$ cat config.mk
export PLATFORM = sky130hd
export DESIGN_NAME = esp_uart_bus
export DESIGN_NICKNAME = d
export VERILOG_FILES = /design/src/rtl/esp_uart_bus.sv
export SDC_FILE = /design/constraint.sdc
export NUM_CORES = 1
export LEC_CHECK = 0
export CAP_MARGIN = 20
export CORE_MARGIN = 10
export CORE_UTILIZATION = 24
export CTS_CLUSTER_SIZE = 16
export DETAILED_ROUTE_END_ITERATION = 8
export PLACE_DENSITY = 0.77
export SYNTH_ARGS = -nofsm -noshare
export SYNTH_HDL_FRONTEND = slang
export SYNTH_SLANG_ARGS = --single-unit
$ cat constraint.sdc
create_clock -name clk -period 1.1 [get_ports clk]
set_input_delay 0.22 -clock clk [delete_from_list [all_inputs] [get_ports clk]]
set_output_delay 0.22 -clock clk [all_outputs]
set_load 0.005 [all_outputs]
$ cat src/rtl/esp_uart_bus.sv
// ---------------------------------------------------------------------------
// esp_uart_bus
//
// CPU bus front end for the UART. It presents four word registers selected
// by bus_addr (STATUS, DATA, CTRL, reserved) and connects them to the UART
// TX FIFO and the show-ahead RX FIFO. One RX byte is prefetched into a
// holding register, so a DATA read returns data without waiting.
//
// Optional feature: define ESP_UART_IRQ_EN to build the CTRL register and
// the irq output. Without it irq is tied low, CTRL reads 0, and STATUS
// bit4 reads 0.
//
// Ports
//   clk              system clock (single clock domain)
//   reset_n          asynchronous active-low reset
//   bus_addr         word address bits [3:2]: 0=STATUS 1=DATA 2=CTRL 3=rsvd
//   bus_wrdata       write data
//   bus_bytesel      byte lane enables (only lane 0 is significant)
//   bus_wren         1 = write, 0 = read
//   bus_strobe       access request, already decoded for this block
//   bus_wait         stall; only for a TX write into a full TX FIFO
//   bus_rddata       combinational read data, valid in the completing cycle
//   txfifo_data      byte (9 bits) pushed into the TX FIFO
//   txfifo_wr        TX FIFO push strobe
//   txfifo_full      TX FIFO full flag
//   rxfifo_data      RX FIFO show-ahead head entry
//   rxfifo_rd        RX FIFO pop strobe
//   rxfifo_empty     RX FIFO empty flag
//   rxfifo_overflow  RX FIFO overflow pulse
//   rx_framing_error receiver framing error pulse
//   irq              level interrupt to the CPU
// ---------------------------------------------------------------------------
module esp_uart_bus (
    input  logic        clk,
    input  logic        reset_n,
    input  logic [1:0]  bus_addr,
    input  logic [31:0] bus_wrdata,
    input  logic [3:0]  bus_bytesel,
    input  logic        bus_wren,
    input  logic        bus_strobe,
    output logic        bus_wait,
    output logic [31:0] bus_rddata,
    output logic [8:0]  txfifo_data,
    output logic        txfifo_wr,
    input  logic        txfifo_full,
    input  logic [8:0]  rxfifo_data,
    output logic        rxfifo_rd,
    input  logic        rxfifo_empty,
    input  logic        rxfifo_overflow,
    input  logic        rx_framing_error,
    output logic        irq
);

    localparam logic [1:0] ADDR_STATUS = 2'd0;
    localparam logic [1:0] ADDR_DATA   = 2'd1;
    localparam logic [1:0] ADDR_CTRL   = 2'd2;

    logic [8:0] hold_q,       hold_d;
    logic       rx_valid_q,   rx_valid_d;
    logic       overflow_q,   overflow_d;
    logic       framing_q,    framing_d;
    logic [1:0] ctrlValue;
    logic       irqValue;

    logic statusWr;
    logic dataRd;
    logic txReq;
    logic rxLoad;

    // Only lane 0 and the low nine data bits carry register content.
    logic unusedBits;
    assign unusedBits = ^{bus_wrdata[31:9], bus_bytesel[3:1]};

    // Access decode. Reads never stall, so a read strobe is a completed read.
    assign statusWr = bus_strobe & bus_wren & bus_bytesel[0] & (bus_addr == ADDR_STATUS);
    assign dataRd   = bus_strobe & ~bus_wren & (bus_addr == ADDR_DATA);
    assign txReq    = bus_strobe & bus_wren & bus_bytesel[0] & (bus_addr == ADDR_DATA);

    // Refill the holding register whenever it is free or being emptied by
    // this cycle's DATA read. Gated by reset_n so no pop escapes during reset.
    assign rxLoad = reset_n & ~rxfifo_empty & (~rx_valid_q | dataRd);

    // TX handshake is purely combinational: the push happens in the cycle the
    // write completes, so dropping reset_n mid-stall simply aborts it.
    assign bus_wait    = reset_n & txReq & txfifo_full;
    assign txfifo_wr   = reset_n & txReq & ~txfifo_full;
    assign txfifo_data = bus_wrdata[8:0];
    assign rxfifo_rd   = rxLoad;

    // Next-state for the RX holding register and the sticky error flags.
    // A sticky flag is set in preference to being cleared in the same cycle.
    always_comb begin
        hold_d     = hold_q;
        rx_valid_d = rx_valid_q;
        if (rxLoad) begin
            hold_d     = rxfifo_data;
            rx_valid_d = 1'b1;
        end else if (dataRd) begin
            rx_valid_d = 1'b0;
        end

        overflow_d = overflow_q;
        if (rxfifo_overflow) begin
            overflow_d = 1'b1;
        end else if (statusWr && bus_wrdata[2]) begin
            overflow_d = 1'b0;
        end

        framing_d = framing_q;
        if (rx_framing_error) begin
            framing_d = 1'b1;
        end else if (statusWr && bus_wrdata[3]) begin
            framing_d = 1'b0;
        end
    end

    // State register for the RX path and error flags.
    always_ff @(posedge clk or negedge reset_n) begin
        if (!reset_n) begin
            hold_q     <= '0;
            rx_valid_q <= 1'b0;
            overflow_q <= 1'b0;
            framing_q  <= 1'b0;
        end else begin
            hold_q     <= hold_d;
            rx_valid_q <= rx_valid_d;
            overflow_q <= overflow_d;
            framing_q  <= framing_d;
        end
    end

`ifdef ESP_UART_IRQ_EN
    logic [1:0] ctrl_q, ctrl_d;
    logic       irq_q,  irq_d;
    logic       ctrlWr;

    assign ctrlWr = bus_strobe & bus_wren & bus_bytesel[0] & (bus_addr == ADDR_CTRL);

    // CTRL bit0 enables the RX-data interrupt, bit1 the error interrupt.
    // irq is registered, so it follows its sources by one cycle.
    always_comb begin
        ctrl_d = ctrl_q;
        if (ctrlWr) begin
            ctrl_d = bus_wrdata[1:0];
        end
        irq_d = (ctrl_q[0] & rx_valid_q) | (ctrl_q[1] & (overflow_q | framing_q));
    end

    always_ff @(posedge clk or negedge reset_n) begin
        if (!reset_n) begin
            ctrl_q <= '0;
            irq_q  <= 1'b0;
        end else begin
            ctrl_q <= ctrl_d;
            irq_q  <= irq_d;
        end
    end

    assign ctrlValue = ctrl_q;
    assign irqValue  = irq_q;
`else
    assign ctrlValue = 2'b00;
    assign irqValue  = 1'b0;
`endif

    assign irq = irqValue;

    // Combinational read mux; returns zero outside a read and during reset.
    always_comb begin
        bus_rddata = '0;
        if (reset_n && bus_strobe && !bus_wren) begin
            case (bus_addr)
                ADDR_STATUS: bus_rddata = {27'b0, irqValue, framing_q, overflow_q,
                                           txfifo_full, rx_valid_q};
                ADDR_DATA:   bus_rddata = rx_valid_q ? {23'b0, hold_q} : 32'b0;
                ADDR_CTRL:   bus_rddata = {30'b0, ctrlValue};
                default:     bus_rddata = '0;
            endcase
        end
    end

endmodule

==> flow_metrics.py, run 1 <==
metrics = {
    "floorplan": {
        "dieArea_sq_um": 6403,
        "dieHeight_um": 80.02,
        "coreArea_sq_um": 3416,
        "top_level_ports": 100,
        "initial_core_util": 0.2531,
        "rows": 21,
        "die_x_um": 80.02,
    },
    "power_and_ir_drop": {
        "p_leak_nw": 0.7057,
        "p_per_area_nw_per_um2": 989.7,
        "peakVddDrop_uv": 665.0,
    },
    "cts": {
        "cts_sinks": 12,
        "cts_buffers": 3,
        "ctsRootBufferMaster": "clkbuf_4",
        "cts_buffer_depth": 2,
        "cts_tree": "yes",
        "cts_htree_levels": 1,
        "cts.reportedPaths.clkPinSlew_ns": 0.08,
        "clk_latency_ns": 0.26,
    },
    "synthesis": {
        "synth-edff-count": 0,
        "synthArstFlopShare": 1.000,
        "synth_area_leaders": "dfrtp_1 (35%), buf_4 (29%), mux2_2 (12%)",
        "syn_area_sq_um": 864.6,
        "synth_compound_area_frac": 0.05933,
        "ys_seq_area_frac": 0.3473,
        "synth.most_common_cell": "buf_4",
        "yosys.area_share.adder": 0,
        "synth_top_family_by_area": "buffers and inverters",
        "yosysTopAreaCell": "dfrtp_1",
        "yosys_warnings": 0,
        "synth.area.mux_share": 0.1172,
        "post_synth_num_cell_types": 20,
        "yosys.area_share.simple": 0.1766,
        "synth_cells": 90,
        "synth_xor_xnor_area_share": 0,
        "avgSynthCellArea_sq_um": 9.606,
        "synth_common_cells": "buf_4 (33), dfrtp_1 (12), mux2_2 (9)",
        "ys_seq_elements": 12,
        "yosys_most_used_dff": "dfrtp_1",
        "yosys.area.top_type_share": 0.3473,
    },
    "worst_setup_path": {
        "cp-start-kind": "register",
        "cp_cell_sequence": "and3b_1 -> and3_4 -> buf_6 -> buf_6 -> and2_4 -> buf_6",
        "required_ns": 0.88,
        "worstReg2RegStart": "rx_valid_q",
        "critPathKind": "reg2out",
        "critPathCaptureType": "primary output",
        "crit_fanout": 2,
        "critPathLaunch": "rx_valid_q",
        "worst_path_max_delay_cell": "dfrtp_2",
        "cpMostUsedCell": "buf_6",
        "cpPeakStageDelay_ns": 0.40,
        "cp.arrival_ns": 1.44,
    },
    "routing": {
        "drtPass1Iterations": 4,
        "vias_per_cell": 3.933,
        "drc_errors": 0,
        "vias": 759,
        "drt_iter0_markers": 7,
        "ant_nets": 0,
        "routed_wl_um": 2546,
        "route.detailed.wl_per_inst_um": 13.19,
    },
    "placed_design": {
        "dp.cells": 176,
        "port_buffers": 35,
        "globalplace.congestion": 0.7367,
        "hpwl_um": 2026,
    },
    "finish": {
        "layout.nets": 203,
        "area_growth_pct": 63.10,
        "fin_util": 0.4128,
        "final_cells": 193,
        "drive_above_1_share": 0.4966,
        "insertedDiodeCount": 0,
    },
    "timing": {
        "max_freq_ghz": 0.6010,
        "timing.final.crit_share": 1.513,
        "setup_viol": 20,
        "skew_ns": 0.01214,
        "fin_ws_ns": -0.5640,
        "rsz0062_at_grt": "yes",
        "finalHoldViolations": 0,
        "final_max_slew_viol_count": 0,
        "period_needed_ns": 1.664,
    },
    "global_route": {
        "grt.overflow.total": 0,
        "grt_max_degree": 8,
        "antenna_found_initial": 0,
        "grt_pass1_wl_um": 4050,
        "grt_usage": 0.07698,
        "grt_pass1_vias": 872,
    },
    "hold_path": {
        "hold_class": "in2reg",
        "hold_start": "reset_n",
    },
    "status": {
        "status": "finished with violations",
        "violations": "negative setup slack",
    },
    "flow_run": {
        "drv_cap": 0,
    },
}
## through the flow
stage	power, mW	setup TNS, ns	cell area, sq um	worst slack [ns]	hold WS (ns)
finish	1.396	-5.669	1410	-0.5640	0.3168
CTS	1.414	-6.728	1414	-0.5671	0.3138
detailed placement	1.032	-19.87	1257	-1.028	0.4400
global placement	1.012	-19.41	1257	-1.003	0.4400
global route	1.490	-6.672	1410	-0.6286	0.3438
floorplan	0.8830	-0.9914	984.7	-0.1148	-0.07559
## where the power goes
| group | internal (mW) | total, mW | switching [mW] |
|---|---|---|---|
| clock | 0.140 | 0.268 | 0.128 |
| sequential | 0.560 | 0.634 | 0.0743 |
| combinational | 0.337 | 0.494 | 0.157 |
## layer usage
metal	GRT usage	vias up	routed length [um]	share of wire
met5	0	-	0	0
met1	0.07326	353	829	0.33
met4	0.03873	0	46	0.018
li1	-	356	-	-
met3	0.03266	6	350	0.14
met2	0.1380	44	1320	0.52
## sequential cells by signal, indices dropped and copies added (netlist names)
register / count
hold_q: 9
framing_q: 1
overflow_q: 1
rx_valid_q: 1
## critical path, delay by kind of cell, from the launching register on
family	cells	cell delay (ns)
buffers and inverters	3	0.33
DFF	1	0.40
and+or+nand+nor	3	0.46
## final timing paths
check                           endpoint  slack, ns  depth (start not counted)
max                        bus_rddata[5]      -0.56                          6
min                           rx_valid_q       0.32                          3
max reg2reg                    hold_q[3]      -0.23                          4
min reg2reg                   overflow_q       0.48                          1
max in group asynchronous     overflow_q       0.40                          3
min in group asynchronous      hold_q[6]       0.56                          3
## area by class of cell
| type | instances | area, sq um |
|---|---|---|
| flip-flops and latches | 12 | 301.5 |
| multi-input cells | 66 | 481.7 |
| inverters | 2 | 7.507 |
| repair buffers | 63 | 535.5 |
| fillers | 357 | 2006 |
| clock buffers | 4 | 26.28 |
| well taps | 46 | 57.56 |
## layout by cell type, fill, tap and decap left out, types with 2 or more instances in the layout
cell,instances
nand3_2,2
clkbuf_4,3
buf_6,11
buf_4,23
nor2_1,3
dlygate4sd2_1,2
clkdlybuf4s50_1,13
mux2_4,9
a21o_1,2
nand2_1,5
buf_2,11
conb_1,24
nand4_1,3
a21oi_1,2
and2_4,6
dfrtp_1,11
inv_1,2
## kinds of logic after synthesis
logic type	Yosys count
buffers and inverters	35
and+or+nand+nor	26
DFF	12
muxes	9
AOI/OAI and AO/OA	7
other	1
## repair_timing
action	CTS	global route
pin swaps	7	4
gates cloned	1	0
gates resized for setup	113	0
endpoints found under the setup margin	25	21
endpoints found under the hold margin	12	0
buffers inserted	12	2
hold buffers	1	0
(Power assumes the default switching activity.)
==> run 2: changes to the inputs <==
--- a/constraint.sdc
+++ b/constraint.sdc
@@ -3,2 +3,2 @@
 set_output_delay 0.22 -clock clk [all_outputs]
-set_load 0.005 [all_outputs]
+set_load 0.01 [all_outputs]
==> run 2 against run 1 <==
  * The run still ends with negative setup slack left
  * Combinational power rose by 4%
  * Sequential share of layout area up 0.73 points
  * Non-clock buffer count is 7 lower
  * Clock power about the same
  * Routed wire length is 2.8% lower
  * Cell count is 3.6% lower
  * Utilization shrank 1.4 points
  * Register-to-register slack lost 0.04 ns
  * Via count down 5.3%
  * Worst setup slack better by 0.18 ns
  * Worst hold slack better by 0.00056 ns
  * Largest power group unchanged
  * Highest routed layer unchanged
==> flow_metrics.py, run 2 (synthesized netlist as in run 1, its figures left out) <==
metrics = {
    "status": {
        "status": "finished with violations",
        "violations": "negative setup slack",
    },
    "finish": {
        "final_common_cell": "conb_1",
        "drive_above_1_share": 0.5000,
        "area_growth_pct": 57.74,
        "layout.nets": 196,
        "final_area_sq_um": 1364,
        "final_cells": 186,
        "fin_util": 0.3993,
        "regArea_sq_um": 301.5,
        "top_register": "hold_q",
        "num-fill-cells": 357,
        "insertedDiodeCount": 0,
        "largest_reg_flops": 9,
        "final_cell_mix": "conb_1 (24), buf_4 (17), clkdlybuf4s50_1 (14)",
        "multi_input_area_sq_um": 494.2,
    },
    "routing": {
        "ant_nets": 0,
        "drc_errors": 0,
        "drt_iter0_markers": 14,
        "vias_per_cell": 3.866,
        "drtPass1Iterations": 4,
        "vias": 719,
        "route.detailed.wl_per_inst_um": 13.31,
        "routed_wl_um": 2475,
    },
    "global_route": {
        "grt_usage": 0.07497,
        "grt_pass1_vias": 799,
        "grt_max_degree": 8,
        "grt_pass1_wl_um": 3788,
        "grt.overflow.total": 0,
        "antenna_found_initial": 0,
    },
    "worst_setup_path": {
        "cp-start-kind": "register",
        "cpPeakStageDelay_ns": 0.40,
        "critPathCaptureType": "primary output",
        "required_ns": 0.88,
        "crit_buf_inv": 1,
        "cp.arrival_ns": 1.26,
        "crit_fanout": 5,
        "cp_cell_sequence": "and3b_1 -> and3_4 -> and2_4 -> buf_6",
        "worst_path_max_delay_cell": "dfrtp_2",
        "critPathKind": "reg2out",
        "cp_top_family": "simple AND/OR/NAND/NOR gates",
    },
    "floorplan": {
        "dieHeight_um": 80.02,
        "top_level_ports": 100,
        "initial_core_util": 0.2531,
        "die_x_um": 80.02,
        "rows": 21,
        "coreArea_sq_um": 3416,
        "dieArea_sq_um": 6403,
    },
    "timing": {
        "period_needed_ns": 1.479,
        "finalHoldViolations": 0,
        "fin_ws_ns": -0.3790,
        "skew_ns": 0.005101,
        "timing.final.crit_share": 1.345,
        "fin_hold_ws_ns": 0.3174,
        "final_max_slew_viol_count": 0,
        "max_freq_ghz": 0.6761,
        "setup_viol": 19,
        "rsz0062_at_grt": "yes",
    },
    "placed_design": {
        "hpwl_um": 1950,
        "port_buffers": 35,
        "pre_cts_ws_ns": -1.048,
        "globalplace.congestion": 0.7347,
        "dp.cells": 176,
        "placed_cell_area_sq_um": 1257,
    },
    "cts": {
        "cts_tree": "yes",
        "ctsRootBufferMaster": "clkbuf_4",
        "cts_sinks": 12,
        "cts_buffer_depth": 2,
        "cts_buffers": 3,
        "clk_latency_ns": 0.26,
        "cts_htree_levels": 1,
        "cts.reportedPaths.clkPinSlew_ns": 0.07,
    },
    "hold_path": {
        "hold_class": "in2reg",
    },
    "power_and_ir_drop": {
        "p_per_area_nw_per_um2": 1041,
        "p_leak_nw": 0.6698,
        "peakVddDrop_uv": 683.1,
    },
    "flow_run": {
        "drv_cap": 0,
    },
}
-- run 2: area by class of cell --
class,count,area share
clock buffer,4,0.01927
tap,46,0.04220
inverter,2,0.005505
multi-input combinational,66,0.3624
sequential,12,0.2211
timing repair buffer,56,0.3495
-- run 2: worst reg2reg max path, stage by stage, from the launching register on --
cell and delay (ns):
dfrtp_2 0.40, buf_4 0.17, a21oi_4 0.21, buf_6 0.16
mux2_2 0.32
-- run 2: per-stage QoR --
step                setup TNS [ns]  power (mW)
floorplan                   -1.268      0.9128
global placement            -19.88       1.034
detailed placement          -20.03       1.051
CTS                         -6.221       1.441
global route                -6.632       1.518
finish                      -5.503       1.419
-- run 2: worst paths after layout --
path / from / to / slack [ns] / cells past startpoint
min: reset_n / rx_valid_q / 0.32 / 3
max in group asynchronous: reset_n / overflow_q / 0.42 / 3
max reg2reg: rx_valid_q / hold_q[6] / -0.27 / 4
min reg2reg: framing_q / framing_q / 0.48 / 1
min in group asynchronous: reset_n / hold_q[8] / 0.56 / 3
max: rx_valid_q / bus_rddata[5] / -0.38 / 4
-- run 2: metal layers --
metal  GRT usage  vias to the layer above  share of wire
met1     0.06439                      338           0.34
met4     0.03873                        0         0.0097
met2      0.1388                       36           0.52
met3     0.03716                        2           0.13
met5           0                        -              0
li1            -                      343              -
-- run 2: report_power, final --
| part | switching, mW | internal [mW] | total (mW) |
|---|---|---|---|
| combinational | 0.184 | 0.328 | 0.512 |
| clock | 0.130 | 0.140 | 0.270 |
| sequential | 0.0772 | 0.560 | 0.637 |
-- run 2: what timing repair did --
action,4_1_cts,5_1_grt
endpoints found under the setup margin,25,21
setup buffers,5,0
hold buffers,1,0
resized for setup,112,2
hold endpoints to repair,12,0
pin swaps,10,4
cloned,1,0
==> edit 1, RTL diff (settings of run 2) <==
Take the reset off `hold_q` and load it in a clocked block of its own.
--- a/src/rtl/esp_uart_bus.sv
+++ b/src/rtl/esp_uart_bus.sv
@@ -117,16 +117,18 @@
     // State register for the RX path and error flags.
     always_ff @(posedge clk or negedge reset_n) begin
         if (!reset_n) begin
-            hold_q     <= '0;
             rx_valid_q <= 1'b0;
             overflow_q <= 1'b0;
             framing_q  <= 1'b0;
         end else begin
-            hold_q     <= hold_d;
             rx_valid_q <= rx_valid_d;
             overflow_q <= overflow_d;
             framing_q  <= framing_d;
         end
+    end
+
+    always_ff @(posedge clk) begin
+        hold_q <= hold_d;
     end
 
 `ifdef ESP_UART_IRQ_EN
Formal check against the unedited RTL: same outputs for any inputs over 10 cycles, from zero or initial values and one cycle with reset_n low; that may be too few to reach the edited logic, so the function may still have changed.
==> edit 1 against run 2 <==
The flow still finishes with violations (setup timing); routed wire length decreased by 9.1%; first-iteration DRC count decreased by 57%; power decreased by 25%; sequential cell count unchanged; sequential power decreased by 20%; final area decreased by 2.1%; area after synthesis decreased by 2.0%; global-route usage decreased by 0.55 points; setup slack improved by 0.099 ns; count of clock-buffer cells in the layout decreased by 1; fmax increased by 7.2%; combinational power decreased by 42%; die area decreased by 1.5%.
==> edit 1: results (changes against run 2) <==
Run status:
- The flow ran to the end, but the final reports show violations.
- The checks that failed: setup timing.

GRT:
- The first-pass GRT wire length is 3532 um (-6.8%).
- The pin count of the biggest net entering global routing is 10 (+2).
- The fraction of met3 tracks used by global routing is 4.054% (+0.34 points).
- The routing usage on met1 is 6.043% (-0.40 points).
- The overall track demand over capacity in global routing came to 6.950% (-0.55 points).
- The met2 demand-to-capacity share in global routing came to 12.72% (-1.2 points).

Setup path:
- The most critical setup path has its endpoint at bus_rddata[6].
- The setup slack of the most critical reg-to-reg path came to -0.16 ns (+0.11 ns).
- The worst register-to-register path ends at hold_q[7].
- The critical-path maximum fanout is 5 (unchanged).

Placed design:
- The worst setup timing slack at the placement stage is -1.061 ns (-0.01298 ns).
- The HPWL after detailed placement is 1906 um (-2.2%).
- The number of placed cells counting well taps is 169 (-4.0%).

Yosys:
- The count of cell types in the netlist is 19 (-5.0%).
- The commonest cells after synthesis are sky130_fd_sc_hd__buf_4, sky130_fd_sc_hd__edfxtp_1, sky130_fd_sc_hd__a21oi_1, sky130_fd_sc_hd__inv_1, sky130_fd_sc_hd__nor3_1.
- Sorting the synthesized cells by area gives the leading types as sky130_fd_sc_hd__edfxtp_1, sky130_fd_sc_hd__buf_4, sky130_fd_sc_hd__dfrtp_1.
- The count of flip-flops with a built-in enable after synthesis is 9 (+9).
- The flip-flop cell with the highest count after synthesis is sky130_fd_sc_hd__edfxtp_1.
- The mean instance size in the synthesized netlist is 9.626 um^2 (+0.20%).
- The portion of the post-synthesis area used by sequential elements is 40.77% (+6.0 points).

Route:
- The met3 wire length is 275 um (-15%).
- The wire length per cell is 12.64 um (-5.0%).
- The average vias per placed instance is 3.803 (-1.6%).
- The wire length on met2 was 1176 um (-9.2%).
- The total iterations of the first detailed-routing run is 2 (-2).
- The detailed-route wire length on metal 1 is 785 um (-5.6%).

STA:
- The final-layout setup total negative slack is -3.858 ns (+1.644 ns).
- The final worst slack is -0.2802 ns (+0.09881 ns).
- The total of endpoints with negative setup slack in the final report came to 21 (+2).
- The final clock skew is 0.003405 ns (-0.001696 ns).
- The worst hold-check slack came to 0.2734 ns (-0.04398 ns).

Final layout:
- The share of layout cells above drive strength 1 came to 45.45% (-4.5 points).
- The net count reported at finish is 188 (-4.1%).
- The number of standard cells in the layout, taps in and fillers out came to 178 (-4.3%).

Pwr:
- The static leakage is 0.5848 nW (-13%).
- The worst-case vdd ir drop came to 0.0006098 V (-11%).

Clock network:
- The total number of H-tree levels is 1 (unchanged).

Worst hold path:
- The endpoint with the worst hold slack is overflow_q.
- The worst hold path begins at bus_addr[1].
edit 1: what timing repair did:
action,CTS,global route
endpoints found under the setup margin,26,21
resized for setup,95,11
pin swaps,8,2
hold buffers,1,1
gates cloned,1,0
hold endpoints to repair,2,1
setup buffers,1,1
edit 1: report_power, final:
part	internal, mW	total (mW)	switching (mW)
Sequential	0.502	0.510	0.00740
Clock	0.131	0.258	0.127
Combinational	0.151	0.297	0.145
edit 1: final cells by class:
class	instances	area, um^2
multi-input cells	59	466.7
clock inverters	1	3.754
clock buffers	3	22.52
inverters	6	22.52
well taps	46	57.56
fillers	339	2028
flip-flops and latches	12	345.3
repair buffers	51	416.7
edit 1: worst max-delay path, stage by stage (launching register included):
cell	delay, ns
sky130_fd_sc_hd__dfrtp_1	0.41
sky130_fd_sc_hd__nand3_2	0.10
sky130_fd_sc_hd__buf_6	0.15
sky130_fd_sc_hd__nor3_4	0.09
sky130_fd_sc_hd__buf_2	0.15
==> edit 2, RTL diff (config.mk and constraints of run 2) <==
Made on the original files. Build with the macro `ESP_UART_IRQ_EN` defined.
--- a/src/rtl/esp_uart_bus.sv
+++ b/src/rtl/esp_uart_bus.sv
@@ -30,6 +30,8 @@
 //   rx_framing_error receiver framing error pulse
 //   irq              level interrupt to the CPU
 // ---------------------------------------------------------------------------
+`define ESP_UART_IRQ_EN
+
 module esp_uart_bus (
     input  logic        clk,
     input  logic        reset_n,
Function: changed (a bounded check fails within 4 cycles, from zero or initial values and one cycle with reset_n low).
==> edit 2 against run 2 <==
The run still ends with setup timing left; area after synthesis increased by 21%; sequential cell count increased by 3; clock skew decreased by 0.0030 ns; utilization increased by 2.9 points; final area increased by 29%; power increased by 37%; routed wire length increased by 37%; critical path depth unchanged; setup slack got worse by 0.015 ns; largest power group unchanged; highest routed layer unchanged.
==> edit 2: results (changes against run 2) <==
Run status:
- The flow ran to the end, but the final reports show violations.
- The final reports fail on setup timing.

Route:
- The total iterations of the first detailed-routing run is 4 (unchanged).
- The number of DRC markers after the initial detailed-route iteration is 37 (+23).
- The routed wire length is 3382 um (+37%).
- The average vias per placed instance is 4.171 (+7.9%).
- The remaining routing DRC violations is 0 (unchanged).

GRT:
- The overall track demand over capacity in global routing is 8.903% (+1.4 points).
- The number of global-route vias before repair came to 1012 (+27%).
- The first-pass GRT wire length is 5271 um (+39%).
- The number of antenna violations at the first check in global routing was 0 (unchanged).
- The pin count of the biggest net entering global routing was 16 (+8).

Yosys:
- The portion of the post-synthesis area used by sequential elements is 35.93% (+1.2 points).
- The synthesis warning total was 0 (unchanged).
- The count of cell types in the netlist is 25 (+25%).
- By count the netlist is led by sky130_fd_sc_hd__buf_4, sky130_fd_sc_hd__dfrtp_1, sky130_fd_sc_hd__mux2_2.
- The flip-flop cell with the highest count after synthesis is sky130_fd_sc_hd__dfrtp_1.
- After synthesis, the cell types taking the most area are sky130_fd_sc_hd__dfrtp_1, sky130_fd_sc_hd__buf_4, sky130_fd_sc_hd__mux2_2.
- The async set-reset flop share out of synthesis is 100.0% (unchanged).

Final layout:
- The register with the most flip-flops is hold_q.
- The number of flip-flops under the largest register name is 9 (unchanged).
- The share of layout cells above drive strength 1 came to 50.30% (+0.30 points).
- The fill cell total of the finished layout is 403 (+13%).
- The net count reported at finish came to 223 (+14%).
- The count of inserted antenna diode cells came to 0 (unchanged).

Clock network:
- In this run the clock root is driven by a sky130_fd_sc_hd__clkbuf_8.
- Clock-pin slew was measured on the worst setup and hold paths at about 0.060 ns.
- The maximum number of buffers from clock root to sink is 2 (unchanged).
- The number of clock buffers inserted by TritonCTS was 3 (unchanged).
- The clock reaches the later pin of the worst-skew pair after 0.25 ns.
- The total number of H-tree levels was 1 (unchanged).

Pwr:
- The static leakage came to 0.8238 nW (+23%).
- The worst-case vdd ir drop came to 0.0006370 V (-6.7%).

STA:
- The final worst slack came to -0.3940 ns (-0.01495 ns).
- The final-layout setup total negative slack is -7.087 ns (-1.584 ns).
- The total of endpoints with negative setup slack in the final report was 21 (+2).
- The slew of the pin with the lowest slew margin is about 0.72 ns.
- The final clock skew came to 0.002123 ns (-0.002979 ns).

Placed design:
- The final RePlAce weighted congestion is 0.7939 (+8.1%).
- The number of buffers inserted by port buffering is 40 (+14%).
- The HPWL after detailed placement was 2594 um (+33%).

Setup path:
- The critical-path maximum fanout is 4 (-1).
- The arrival time of the worst setup path is between 1 and 1.5 ns.
- In this design, the stage delay of the slowest critical-path cell is 0.41 ns.
- The slowest stage of the critical path belongs to the cell sky130_fd_sc_hd__dfrtp_1.

Worst hold path:
- The worst hold-check path type is primary input to async pin.
==> edit 2: report_power, final <==
group	internal, mW	total (mW)	switching (mW)
Combinational	0.426	0.699	0.272
Clock	0.257	0.459	0.202
Sequential	0.698	0.784	0.0860
Total	1.38	1.94	0.560
==> edit 2: logic make-up after synthesis <==
logic type,count (synthesis),synth area share [%]
multiplexers,11,11.86
flip-flops,15,35.93
other,1,0.3589
AO/OA/AOI/OAI,10,7.305
buffers and inverters,35,24.43
AND/OR/NAND/NOR,33,20.12
==> edit 2: final timing paths <==
check / startpoint / to / slack (ns) / cells past startpoint
max reg2reg: rx_valid_q / hold_q[5] / -0.38 / 5
max in group asynchronous: reset_n / hold_q[5] / 0.36 / 3
max: rx_valid_q / bus_rddata[1] / -0.39 / 4
min: reset_n / hold_q[1] / 0.29 / 3
min reg2reg: hold_q[0] / hold_q[0] / 0.50 / 1
min in group clk: reset_n / rx_valid_q / 0.30 / 4
==> edit 2: layout make-up <==
cell class / count / area share, %
multi-input combinational: 77 / 37.80
timing repair buffer: 70 / 34.61
sequential: 15 / 21.28
tap: 50 / 3.546
clock buffer: 4 / 2.553
inverter: 1 / 0.2128
==> edit 2: through the flow <==
stage / std cells / hold WS, ns / util (%) / cell area [um^2] / setup slack [ns]
floorplan: 127 / -0.07559 / - / 1177 / -0.1695
global placement: 209 / 0.4401 / 38.25 / 1574 / -1.085
detailed placement: 209 / 0.4401 / 38.25 / 1574 / -1.104
CTS: 216 / 0.3407 / 41.47 / 1707 / -0.3923
global route: 217 / 0.3059 / 42.87 / 1764 / -0.4786
finish: 217 / 0.2900 / 42.87 / 1764 / -0.3940
==> edit 2: repair_timing <==
item | in CTS | in global routing
buffers inserted | 1 | 3
hold endpoints to repair | 15 | 0
cloned | 1 | 0
setup endpoints to repair | 30 | 39
gates resized for setup | 127 | 20
pin swaps | 12 | 8
hold buffers | 1 | 0
==> edit 2: critical path: cells and delay by family (launching register included) <==
kind | cells | cell delay, ns
flip-flops | 1 | 0.41
buffers and inverters | 2 | 0.31
AO/OA/AOI/OAI | 2 | 0.30
==> edit 2: per-layer routing <==
layer	part of all wire (%)	global-route usage (%)	wire (um)
met1	36	8.795	1230
met2	53	15.62	1785
met3	9.2	3.974	312
met4	1.6	4.042	54
met5	0	0	0
